File: config.mk
export PLATFORM = sky130hd
export DESIGN_NAME = ft245_sync_tx
export DESIGN_NICKNAME = d
export VERILOG_FILES = /design/src/rtl/ft245_sync_tx.sv
export SDC_FILE = /design/constraint.sdc
export NUM_CORES = 1
export LEC_CHECK = 0
export ABC_AREA = 1
export CAP_MARGIN = 5
export CELL_PAD_IN_SITES_DETAIL_PLACEMENT = 0
export CELL_PAD_IN_SITES_GLOBAL_PLACEMENT = 1
export CORE_MARGIN = 2
export CORE_UTILIZATION = 30
export CTS_CLUSTER_SIZE = 16
export DETAILED_ROUTE_END_ITERATION = 10
export HOLD_SLACK_MARGIN = 0.05
export MAX_ROUTING_LAYER = met4
export PLACE_DENSITY = 0.61
export SYNTH_ARGS = -nofsm -noshare
export SYNTH_HDL_FRONTEND = slang
export SYNTH_SLANG_ARGS = --single-unit
File: constraint.sdc
create_clock -name clk_i -period 2.9 [get_ports clk_i]
set_clock_uncertainty 0.05 [all_clocks]
set_input_delay 0.435 -clock clk_i [delete_from_list [all_inputs] [get_ports clk_i]]
set_output_delay 0.435 -clock clk_i [all_outputs]
set_load 0.01 [all_outputs]
File: src/rtl/ft245_sync_tx.sv
// ft245_sync_tx: transmit stage of the FT2232H FT245 synchronous-mode port.
// Bytes from the sample producer are queued in a small FIFO and written to
// the FT2232H with TXE#/WR#. The bus is yielded whenever the RX controller
// owns it, and a one-cycle turnaround precedes every bus drive.
// Optional feature macro: FT_TX_SIWU_EN (send-immediate pulse after idle).
module ft245_sync_tx #(
    parameter int ADDR_W    = 4,
    parameter int SIWU_IDLE = 255
) (
    input  logic              clk_i,
    input  logic              rst_i,
    input  logic [7:0]        wr_data_i,
    input  logic              wr_en_i,
    output logic              full_o,
    output logic [ADDR_W:0]   count_o,
    output logic              overflow_o,
    input  logic              rx_busy_i,
    input  logic              txe_i,
    output logic              wr_o,
    output logic [7:0]        data_o,
    output logic              data_t_o,
    output logic              siwu_o
);

    localparam int DEPTH = 1 << ADDR_W;
    localparam logic [ADDR_W:0]   DEPTH_C = (ADDR_W + 1)'(DEPTH);
    localparam logic [ADDR_W:0]   CNT_ZERO = '0;
    localparam logic [ADDR_W-1:0] PTR_ONE = ADDR_W'(1);

    typedef enum logic [1:0] {
        ST_IDLE = 2'd0,
        ST_TURN = 2'd1,
        ST_SEND = 2'd2
    } state_t;

    logic [7:0]        mem_r [DEPTH];
    logic [ADDR_W-1:0] wr_ptr_r;
    logic [ADDR_W-1:0] rd_ptr_r;
    logic [ADDR_W:0]   count_r;
    logic              full_r;
    logic              overflow_r;
    state_t            state_r;
    logic              wr_r;
    logic              data_t_r;
    logic [7:0]        data_r;

    logic              push_s;
    logic              pop_s;
    logic [ADDR_W:0]   count_next_s;
    logic [ADDR_W-1:0] rd_ptr_next_s;
    logic              empty_after_pop_s;
    logic [7:0]        head_next_s;

    // Handshake decode, next occupancy and the byte that will sit at the head
    // after this edge (bypassing the write when the FIFO would otherwise be empty).
    always_comb begin
        push_s            = wr_en_i && !full_r;
        // The FT2232H takes a byte only when WR# and TXE# are both low and the
        // RX side does not own the bus at that edge.
        pop_s             = !wr_r && !txe_i && !rx_busy_i;
        count_next_s      = count_r + {{ADDR_W{1'b0}}, push_s} - {{ADDR_W{1'b0}}, pop_s};
        rd_ptr_next_s     = pop_s ? (rd_ptr_r + PTR_ONE) : rd_ptr_r;
        empty_after_pop_s = (count_r == {{ADDR_W{1'b0}}, pop_s});
        if (push_s && empty_after_pop_s) begin
            head_next_s = wr_data_i;
        end else begin
            head_next_s = mem_r[rd_ptr_next_s];
        end
    end

    // FIFO storage: written on every accepted push, never cleared.
    always_ff @(posedge clk_i) begin
        if (push_s && !rst_i) begin
            mem_r[wr_ptr_r] <= wr_data_i;
        end
    end

    // FIFO pointers, occupancy, full flag and sticky overflow.
    always_ff @(posedge clk_i) begin
        if (rst_i) begin
            wr_ptr_r   <= '0;
            rd_ptr_r   <= '0;
            count_r    <= '0;
            full_r     <= 1'b0;
            overflow_r <= 1'b0;
        end else begin
            if (push_s) begin
                wr_ptr_r <= wr_ptr_r + PTR_ONE;
            end
            rd_ptr_r <= rd_ptr_next_s;
            count_r  <= count_next_s;
            full_r   <= (count_next_s == DEPTH_C);
            if (wr_en_i && full_r) begin
                overflow_r <= 1'b1;
            end
        end
    end

    // Bus ownership FSM: IDLE -> TURN (drive, WR# high) -> SEND (stream bytes).
    always_ff @(posedge clk_i) begin
        if (rst_i) begin
            state_r  <= ST_IDLE;
            wr_r     <= 1'b1;
            data_t_r <= 1'b0;
            data_r   <= 8'h00;
        end else begin
            case (state_r)
                ST_IDLE: begin
                    wr_r <= 1'b1;
                    if (!rx_busy_i && (count_r != CNT_ZERO)) begin
                        state_r  <= ST_TURN;
                        data_t_r <= 1'b1;
                        data_r   <= head_next_s;
                    end else begin
                        data_t_r <= 1'b0;
                        data_r   <= 8'h00;
                    end
                end
                ST_TURN: begin
                    if (!rx_busy_i) begin
                        // FIFO is non-empty here: nothing can pop while WR# is high.
                        state_r  <= ST_SEND;
                        wr_r     <= txe_i;
                        data_t_r <= 1'b1;
                        data_r   <= head_next_s;
                    end else begin
                        state_r  <= ST_IDLE;
                        wr_r     <= 1'b1;
                        data_t_r <= 1'b0;
                        data_r   <= 8'h00;
                    end
                end
                ST_SEND: begin
                    if (rx_busy_i || (pop_s && (count_next_s == CNT_ZERO))) begin
                        state_r  <= ST_IDLE;
                        wr_r     <= 1'b1;
                        data_t_r <= 1'b0;
                        data_r   <= 8'h00;
                    end else begin
                        // A byte refused by TXE# stays at the head and is retried.
                        wr_r     <= !(!txe_i && (count_next_s != CNT_ZERO));
                        data_t_r <= 1'b1;
                        data_r   <= head_next_s;
                    end
                end
                default: begin
                    state_r  <= ST_IDLE;
                    wr_r     <= 1'b1;
                    data_t_r <= 1'b0;
                    data_r   <= 8'h00;
                end
            endcase
        end
    end

`ifdef FT_TX_SIWU_EN
    localparam int IDLE_W = (SIWU_IDLE > 1) ? $clog2(SIWU_IDLE + 1) : 1;
    localparam logic [IDLE_W-1:0] IDLE_LAST = IDLE_W'(SIWU_IDLE - 1);
    localparam logic [IDLE_W-1:0] IDLE_ONE  = IDLE_W'(1);

    logic [IDLE_W-1:0] idle_cnt_r;
    logic              sent_r;
    logic              siwu_r;

    // Send-immediate: after data went out and the port has sat idle and empty
    // for SIWU_IDLE cycles, pulse SIWU# low once to flush the chip's buffer.
    always_ff @(posedge clk_i) begin
        if (rst_i) begin
            idle_cnt_r <= '0;
            sent_r     <= 1'b0;
            siwu_r     <= 1'b1;
        end else if (pop_s) begin
            idle_cnt_r <= '0;
            sent_r     <= 1'b1;
            siwu_r     <= 1'b1;
        end else if ((state_r == ST_IDLE) && (count_r == CNT_ZERO) && sent_r) begin
            if (idle_cnt_r == IDLE_LAST) begin
                idle_cnt_r <= '0;
                sent_r     <= 1'b0;
                siwu_r     <= 1'b0;
            end else begin
                idle_cnt_r <= idle_cnt_r + IDLE_ONE;
                siwu_r     <= 1'b1;
            end
        end else begin
            idle_cnt_r <= '0;
            siwu_r     <= 1'b1;
        end
    end

    assign siwu_o = siwu_r;
`else
    assign siwu_o = 1'b1;
`endif

    assign full_o     = full_r;
    assign count_o    = count_r;
    assign overflow_o = overflow_r;
    assign wr_o       = wr_r;
    assign data_t_o   = data_t_r;
    assign data_o     = data_r;

endmodule

==> results of run 1 <==
==> sequential cells by signal (all words and copies together), names as in the netlist <==
name and cells:
mem_r 128, full_o 1, overflow_o 1, count_o 5
wr_ptr_r 4, wr_o 1, data_t_o 1, state_r 2
data_o 8, rd_ptr_r 4
==> worst max-delay path by stage <==
stage / endpoint / cells after the start
global placement: data_o[1] / 17
detailed placement: data_o[3] / 17
global route: data_o[6] / 17
CTS: data_o[3] / 17
finish: data_o[3] / 17
floorplan: data_o[0] / 16
==> per-layer routing <==
layer	vias to the layer above	wire length, um
met3	17	703
met5	-	0
li1	2312	-
met2	125	8397
met1	2413	7747
met4	0	259
==> cell families (layout without fill, tap and decap cells) <==
kind of cell,after synthesis,count (layout)
and+or+nand+nor,355,355
DFF,155,155
buffers and inverters,70,145
AOI/OAI and AO/OA,23,23
adders and majority gates,15,15
xor gates and xnor gates,7,7
other,1,1
==> Yosys cell counts (all sizes together) <==
library cell and n:
nor3 3, nand3 185, fa 1, o21ai 6, inv 39, a31oi 1, buf 23, nor2 40
nand4 3, xor2 6, clkbuf 8, ha 14, dfxtp 27, a21oi 15, a21boi 1, nand2 110
nand3b 5, edfxtp 128, conb 1, xnor2 1, or2 8, nor2b 1
==> metrics by stage <==
stage / TNS, ps / cell area (um2)
after global placement: -2323 / 7714
after CTS: 0 / 8273
final: 0 / 8288
after floorplan: 0 / 6800
after global routing: 0 / 8288
after detailed placement: -2763 / 7714
==> where the power goes <==
| group | internal (mW) | switching [mW] | total [mW] |
|---|---|---|---|
| clock network | 1.25 | 0.859 | 2.11 |
| logic | 0.650 | 0.892 | 1.54 |
| registers | 2.54 | 0.0820 | 2.63 |
==> final cells by class <==
cell class	instances	share of cell area, %
well taps	285	4.303
flip-flops and latches	155	52.90
multi-input cells	401	25.47
repair buffers	74	8.816
clock inverters	14	1.570
clock buffers	18	5.178
inverters	39	1.766
==> repair_timing <==
action,CTS,global route
endpoints found under the setup margin,0,8
hold endpoints to repair,0,0
hold buffers,0,0
gates resized for setup,0,4
==> critical path, stage by stage <==
cell             delay [ps]
clkdlybuf4s50_1         520
nor2_4                   50
nand2_4                  50
buf_4                   150
nand2_1                  60
nand2_1                  70
ha_1                    160
inv_1                    60
fa_1                    410
nand3b_1                190
nand3_1                 110
nand2_1                  80
nand4_1                  90
nand3_2                 140
nand2_4                 140
nand3_1                  80
a21oi_1                 160
==> placed cells by master, fill, tap and decap left out, types with 2 or more instances in the layout <==
cell,count
or2_1,2
clkdlybuf4s50_1,28
dfxtp_1,27
xor2_4,2
nor2_1,38
buf_4,37
clkbuf_16,17
inv_1,35
nor3_1,2
buf_12,8
clkinvlp_4,4
bufinv_16,2
xor2_1,3
nand4_1,3
nand2_4,3
nand3b_1,5
nand2_1,105
or2_2,6
clkinv_2,4
clkinv_1,3
nand3_1,183
edfxtp_1,128
inv_2,4
ha_1,14
o21ai_0,5
a21oi_1,15
nand2_2,2
==> out/qor.yml, run 1 <==
outcome: "completed"
grt_max_degree: 61
fmax_ghz: 0.3760
n_antenna_cell: 0
grt_antenna_before_repair: 0
vdd_ir_drop_max_uv: 371.6
clock_sinks: 155
criticalPathCategory: "input port to register"
rows: 55
synth.area.mux_share_pct: 0
drc: 0
fillers: 2196
grt-ovfl-total: 0
fin_cells: 986
root_buffer: "clkbuf_16"
initial_core_util_pct: 30.31
areaGrowthSynthToFinish_pct: 21.88
synth-seq-cells: 155
fin_util_pct: 36.94
synthTopCellsByArea: "edfxtp_1 (57%), nand3_1 (14%), dfxtp_1 (7.9%)"
synth.avg_cell_area_um2: 10.86
synthXorXnorAreaFrac_pct: 1.564
hold_end: "wr_o"
path_clk_slew_ps: 60
hold_slack_ps: 426.6
synthDistinctLibCells: 36
reg2reg_from: "wr_o"
cts_tree: "yes"
synthSimpleGateAreaFrac_pct: 24.53
use_met1_pct: 20.03
vias: 4867
wl_per_cell_um: 17.35
rsz0062_at_grt: "false"
syn_nets: 654
required_ps: 3200
hold_start: "txe_i"
r2r_cells: 16
die_area_um2: 23890
finalWeightedCongestion: 0.8279
register_area_um2: 4384
dieWidth_um: 154.6
yosys.area_share.adder_pct: 2.870
dr.pass1.iters: 5
r2r_slack_ps: 300
holdPathStages: 5
cts_buffers: 17
maxCapViolations: 0
grt.total_usage_pct: 15.58
p_per_area_nw_per_um2: 757.2
io_buffers: 29
ant_nets: 0
clockBufferDepth: 2
post-dp-hpwl_mm: 10.75
yosys_warnings: 0
cp_max_fo: 8
top_usage_layer: "met2"
layout_setup_ws_ps: 240.2
synth_compound_area_share_pct: 1.803
final_layout_size_suffix_gt1_share_pct: 13.84
vias_per_cell: 4.936
cp.arrival_ps: 2960
slew_headroom_pct: 31.97
htreeDepth: 4
finalMaxSlewViolations: 0
placedCellCount: 954
synthesis.instances: 626
synth_top_area_share_pct: 56.52
fin_crit_sh_pct: 91.72
ios: 31
drt_iter0_markers: 374
worst_pin_slew_ps: 1013
grt_pass1_vias: 4778
start_kind: "input port"
power_mw: 6.276
cts_setup_buffers: 0
use_met3_pct: 2.830
crit_path_end_kind: "register"
reg2reg_to: "data_o[3]"
ys_seq_area_share_pct: 64.47
num-nets-final: 716
hold_path_class: "input port to register"
multiInputGateArea_um2: 2111
wl_mm: 17.11
insertion_delay_ps: 420
netlist_area_um2: 6800
leakage_nw: 3.125
grt_util_met2_pct: 24.85
grt_pass1_wl_mm: 27.17
synth_top_area_cell: "edfxtp_1"
crit_start: "rx_busy_i"
synth_top_family_by_area: "simple AND/OR/NAND/NOR gates"
core_um2: 22430
place_ws_ps: -348.9
setup_violations: 0
finalHoldViolCount: 0
die_h_um: 154.6
min_period_ps: 2660
No activity file was read; power rests on OpenSTA's default activity.
==> inputs of run 2 (changes only) <==
--- a/config.mk
+++ b/config.mk
@@ -15,7 +15,7 @@
 export DETAILED_ROUTE_END_ITERATION = 10
 export HOLD_SLACK_MARGIN = 0.05
 export MAX_ROUTING_LAYER = met4
-export PLACE_DENSITY = 0.61
+export PLACE_DENSITY = 0.63
 export SYNTH_ARGS = -nofsm -noshare
 export SYNTH_HDL_FRONTEND = slang
 export SYNTH_SLANG_ARGS = --single-unit
==> run 2 against run 1 <==
- worst hold slack lost 4.5 ps
- via count shrank 0.99%
- largest power group unchanged
- non-clock buffer count shrank 4
- first-iteration DRC count grew 3.7%
- clock power grew 9%
- combinational power is essentially flat
==> out/qor.yml, run 2 (same netlist as run 1, synthesis figures left out) <==
outcome: "completed"  # unchanged
clockBufferDepth: 2  # unchanged
layout_common_cells: "nand3_1 (183), edfxtp_1 (128), nand2_1 (105), nor2_1 (38), inv_1 (35)"  # was nand3_1 (183), edfxtp_1 (128), nand2_1 (105), nor2_1 (38), buf_4 (37)
ant_nets: 0  # unchanged
use_met1_pct: 19.33  # was 20.03%
grt-ovfl-total: 0  # unchanged
hold_end: "overflow_o"  # was wr_o
num-nets-final: 712  # was 716
r2r_cells: 16  # unchanged
rows: 55  # unchanged
maxCapViolations: 0  # unchanged
reg2reg_to: "data_o[5]"  # was data_o[3]
hold_slack_ps: 422.1  # was 426.6 ps
holdPathStages: 2  # was 5
placed_area_um2: 7684  # was 7714 um2
areaGrowthSynthToFinish_pct: 22.15  # was 21.88%
min_period_ps: 2668  # was 2660 ps
grt_util_met2_pct: 24.85  # unchanged
crit_path_end_kind: "register"  # unchanged
clock_sinks: 155  # unchanged
cp.arrival_ps: 2970  # was 2960 ps
largest_register: "mem_r"  # unchanged
cp_max_fo: 8  # unchanged
fin_util_pct: 37.03  # was 36.94%
insertion_delay_ps: 420  # about the same
vdd_ir_drop_max_uv: 421.3  # was 371.6 uV
post-dp-hpwl_mm: 10.66  # was 10.75 mm
finalMaxSlewViolations: 0  # unchanged
power_mw: 6.436  # was 6.276 mW
vias: 4819  # was 4867
wl_mm: 17.10  # was 17.11 mm
grt_pass1_wl_mm: 27.15  # was 27.17 mm
grt_max_degree: 61  # unchanged
p_per_area_nw_per_um2: 774.8  # was 757.2 nW/um2
grt.total_usage_pct: 15.41  # was 15.58%
top_usage_layer: "met2"  # unchanged
grt_antenna_before_repair: 0  # unchanged
place_ws_ps: -336.3  # was -348.9 ps
cts_buffers: 17  # unchanged
cts_hold_buf: 0  # unchanged
start_kind: "input port"  # unchanged
core_um2: 22430  # unchanged
reg2reg_from: "wr_o"  # unchanged
ios: 31  # unchanged
register_area_um2: 4384  # unchanged
drc: 0  # unchanged
root_buffer: "clkbuf_16"  # unchanged
htreeDepth: 4  # unchanged
grt_pass1_vias: 4875  # was 4778
final_layout_size_suffix_gt1_share_pct: 13.49  # was 13.84%
die_area_um2: 23890  # unchanged
placedCellCount: 950  # was 954
r2r_slack_ps: 330  # was 300 ps
fin_cells: 982  # was 986
layout_setup_ws_ps: 232.4  # was 240.2 ps
vias_per_cell: 4.907  # was 4.936
die_h_um: 154.6  # unchanged
hold_path_class: "register to register"  # was input port to register
hold_start: "overflow_o"  # was txe_i
path_clk_slew_ps: 60  # about the same
rsz0062_at_grt: "false"  # unchanged
dr.pass1.iters: 5  # unchanged
use_met3_pct: 3.502  # was 2.830%
criticalPathCategory: "input port to register"  # unchanged
setup_tns_ps: 0  # unchanged
multiInputGateArea_um2: 2115  # was 2111 um2
required_ps: 3210  # was 3200 ps
fmax_ghz: 0.3749  # was 0.3760 GHz
finalWeightedCongestion: 0.8708  # was 0.8279
finalHoldViolCount: 0  # unchanged
fin_crit_sh_pct: 91.99  # was 91.72%
setup_violations: 0  # unchanged
slew_headroom_pct: 31.32  # was 31.97%
final_area_um2: 8307  # was 8288 um2
initial_core_util_pct: 30.31  # unchanged
cts_tree: "yes"  # unchanged
fillers: 2208  # was 2196
dieWidth_um: 154.6  # unchanged
io_buffers: 29  # unchanged
largest_register_ffs: 128  # unchanged
leakage_nw: 3.120  # was 3.125 nW
n_antenna_cell: 0  # unchanged
final_common_cell: "nand3_1"  # unchanged
wl_per_cell_um: 17.41  # was 17.35 um
worst_pin_slew_ps: 1023  # was 1013 ps
drt_iter0_markers: 388  # was 374
## run 2: changes by cell type in the layout (fill, tap and decap cells not counted), sizes merged
cell / previous run / this run
bufinv: 2 / 4
buf: 45 / 41
clkinv: 8 / 7
clkinvlp: 4 / 3
clkdlybuf4s50: 28 / 29
dlymetal6s2s: 1 / 0
## run 2: power breakdown
group          internal (mW)  switching (mW)
clock                   1.43           0.860
combinational          0.631           0.894
sequential              2.54          0.0813
## run 2: how the worst max path moves through the flow
| stage | depth (start not counted) | startpoint | endpoint |
|---|---|---|---|
| 6_report | 17 | rx_busy_i | data_o[5] |
| 5_1_grt | 17 | rx_busy_i | data_o[3] |
| 4_1_cts | 17 | rx_busy_i | data_o[5] |
| 3_5_place_dp | 17 | rx_busy_i | data_o[0] |
| 3_3_place_gp | 17 | rx_busy_i | data_o[1] |
| 2_1_floorplan | 16 | rx_busy_i | data_o[0] |
## run 2: critical path: stages
cell and delay, ps:
clkdlybuf4s50_1 460, nor2_4 150, nand2_4 50, nor2_1 130, inv_1 70, nand2_1 60, ha_1 150, inv_1 60
fa_1 410, nand3b_1 190, nand3_1 110, nand2_1 70, nand4_1 100, nand3_2 150, nand2_4 140, nand3_1 90
a21oi_2 130
## run 2: timing repair
action                     4_1_cts  5_1_grt
setup endpoints to repair        0        8
resized for setup                0        4
buffers inserted                 0        0
## run 2: metal layers
layer	part of all wire [%]	vias to the layer above	routed length, um
met1	43	2367	7333
met4	2.0	0	338
met3	5.1	28	879
li1	-	2300	-
met5	0	-	0
met2	50	124	8543
## run 2: area by class of cell
type,count,share of cell area [%]
sequential,155,52.78
multi-input combinational,401,25.46
timing repair buffer,70,8.405
clock buffer,18,5.166
tap,285,4.293
clock inverter,14,2.139
inverter,39,1.762
==> inputs of run 3 (changes only) <==
--- a/config.mk
+++ b/config.mk
@@ -14,7 +14,6 @@
 export CTS_CLUSTER_SIZE = 16
 export DETAILED_ROUTE_END_ITERATION = 10
 export HOLD_SLACK_MARGIN = 0.05
-export MAX_ROUTING_LAYER = met4
 export PLACE_DENSITY = 0.63
 export SYNTH_ARGS = -nofsm -noshare
 export SYNTH_HDL_FRONTEND = slang
==> run 3 against run 2 <==
- combinational power about the same
- first-iteration DRC count up 11%
- worst hold slack about the same
- count of clock-buffer cells in the layout unchanged
- cell count unchanged
- via count about the same
- non-clock buffer count unchanged
- global-route usage down 0.41 points
- die area unchanged
- worst setup slack worse by 3.8 ps
- register-to-register slack about the same
- highest routed layer unchanged
==> out/qor.yml, run 3 (same netlist as run 1, synthesis figures left out) <==
fmax_ghz: 0.3743  # was 0.3749 GHz
fillers: 2207  # was 2208
finalWeightedCongestion: 0.8539  # was 0.8708
vias: 4817  # was 4819
multiInputGateArea_um2: 2111  # was 2115 um2
ios: 31  # unchanged
required_ps: 3200  # was 3210 ps
insertion_delay_ps: 420  # about the same
rows: 55  # unchanged
grt_pass1_wl_mm: 27.19  # was 27.15 mm
criticalPathCategory: "input port to register"  # unchanged
hold_path_class: "register to register"  # unchanged
leakage_nw: 3.120  # about the same
grt_max_degree: 61  # unchanged
r2r_cells: 16  # unchanged
reg2reg_from: "wr_o"  # unchanged
die_h_um: 154.6  # unchanged
post-dp-hpwl_mm: 10.66  # unchanged
setup_violations: 0  # unchanged
p_per_area_nw_per_um2: 774.8  # about the same
largest_register_ffs: 128  # unchanged
drc: 0  # unchanged
dr.pass1.iters: 6  # was 5
worst_pin_slew_ps: 991.0  # was 1023 ps
cts_setup_buffers: 0  # unchanged
crit_chain: "clkdlybuf4s50_1 > nor2_4 > nand2_4 > nor2_1 > inv_1 > nand2_1 > ha_1 > inv_1 > fa_1 > nand3b_1 > nand3_1 > nand2_1 > nand4_1 > nand3_2 > nand2_4 > nand3_1 > a21oi_1"  # was clkdlybuf4s50_1 > nor2_4 > nand2_4 > nor2_1 > inv_1 > nand2_1 > ha_1 > inv_1 > fa_1 > nand3b_1 > nand3_1 > nand2_1 > nand4_1 > nand3_2 > nand2_4 > nand3_1 > a21oi_2
slew_headroom_pct: 33.46  # was 31.32%
min_period_ps: 2671  # was 2668 ps
initial_core_util_pct: 30.31  # unchanged
outcome: "completed"  # unchanged
drt_iter0_markers: 430  # was 388
grt-ovfl-total: 0  # unchanged
cp.arrival_ps: 2970  # about the same
areaGrowthSynthToFinish_pct: 22.10  # was 22.15%
grt.total_usage_pct: 15.00  # was 15.41%
fin_cells: 982  # unchanged
cp_slowest_cell: "clkdlybuf4s50_1"  # unchanged
vias_per_cell: 4.905  # was 4.907
vdd_ir_drop_max_uv: 421.2  # was 421.3 uV
final_common_cell: "nand3_1"  # unchanged
die_area_um2: 23890  # unchanged
grt_antenna_before_repair: 0  # unchanged
setup_tns_ps: 0  # unchanged
wl_per_cell_um: 17.42  # was 17.41 um
n_antenna_cell: 0  # unchanged
cts_buffers: 17  # unchanged
power_mw: 6.433  # was 6.436 mW
finalMaxSlewViolations: 0  # unchanged
start_kind: "input port"  # unchanged
cp.buffers_inverters: 3  # unchanged
num-nets-final: 712  # unchanged
maxCapViolations: 0  # unchanged
hold_end: "overflow_o"  # unchanged
placedCellCount: 950  # unchanged
register_area_um2: 4384  # unchanged
crit_path_end_kind: "register"  # unchanged
final_area_um2: 8303  # was 8307 um2
hold_start: "overflow_o"  # unchanged
root_buffer: "clkbuf_16"  # unchanged
largest_register: "mem_r"  # unchanged
fin_util_pct: 37.01  # was 37.03%
cts_tree: "yes"  # unchanged
r2r_slack_ps: 330  # about the same
fin_crit_sh_pct: 92.12  # was 91.99%
ant_nets: 0  # unchanged
cp_max_fo: 8  # unchanged
holdPathStages: 2  # unchanged
dieWidth_um: 154.6  # unchanged
clock_sinks: 155  # unchanged
io_buffers: 29  # unchanged
critPathMaxStageDelay_ps: 460  # about the same
reg2reg_to: "data_o[5]"  # unchanged
final_layout_size_suffix_gt1_share_pct: 13.34  # was 13.49%
wl_mm: 17.10  # about the same
core_um2: 22430  # unchanged
htreeDepth: 4  # unchanged
grt_pass1_vias: 4877  # was 4875
path_clk_slew_ps: 60  # about the same
finalHoldViolCount: 0  # unchanged
layout_common_cells: "nand3_1 (183), edfxtp_1 (128), nand2_1 (105), nor2_1 (38), inv_1 (35)"  # unchanged
clockBufferDepth: 2  # unchanged
placed_area_um2: 7684  # unchanged
cp_top_family: "simple AND/OR/NAND/NOR gates"  # unchanged
-- run 3: cell counts in the layout (fill, tap and decap cells not counted) --
No cell type changed its count.
-- run 3: per-stage QoR --
stage / setup WS [ps] / hold WS, ps
after floorplan: 311.0 / 423.0
after global routing: -4.570 / 480.2
after CTS: 109.4 / 432.9
after global placement: -295.9 / 409.7
after detailed placement: -336.3 / 418.2
final: 228.6 / 422.0
-- run 3: cell type report --
type / instances / area share (%)
clock inverters: 14 / 2.140
multi-input cells: 401 / 25.42
well taps: 285 / 4.295
repair buffers: 70 / 8.409
clock buffers: 18 / 5.169
inverters: 39 / 1.763
flip-flops and latches: 155 / 52.80
-- run 3: worst max-delay path by stage --
stage	start	end	slack [ps]	depth (start not counted)
2_1_floorplan	rx_busy_i	data_o[0]	310	16
3_3_place_gp	rx_busy_i	data_o[1]	-300	17
3_5_place_dp	rx_busy_i	data_o[0]	-340	17
4_1_cts	rx_busy_i	data_o[5]	110	17
5_1_grt	rx_busy_i	data_o[5]	-5	17
6_report	rx_busy_i	data_o[5]	230	17
-- run 3: repair_timing --
item,4_1_cts,5_1_grt
endpoints found under the hold margin,0,0
hold buffers,0,0
resized for setup,0,3
setup endpoints to repair,0,8
-- run 3: where the power goes --
group | switching [mW] | internal, mW
Clock | 0.862 | 1.43
Sequential | 0.0815 | 2.54
Combinational | 0.891 | 0.630
-- run 3: worst reg2reg max path, stage by stage (launching register included) --
cell	delay, ps
dfxtp_1	340
inv_1	170
nand2_4	70
nor2_1	130
inv_1	70
nand2_1	60
ha_1	150
inv_1	60
fa_1	410
nand3b_1	190
nand3_1	110
nand2_1	70
nand4_1	100
nand3_2	150
nand2_4	140
nand3_1	70
a21oi_1	150
-- run 3: per-layer routing --
| layer | vias up | wire length, um | GRT usage [%] |
|---|---|---|---|
| met4 | 0 | 320 | 4.850 |
| li1 | 2305 | - | - |
| met1 | 2353 | 7362 | 19.33 |
| met5 | - | 0 | 0 |
| met3 | 25 | 932 | 3.642 |
| met2 | 134 | 8488 | 24.94 |
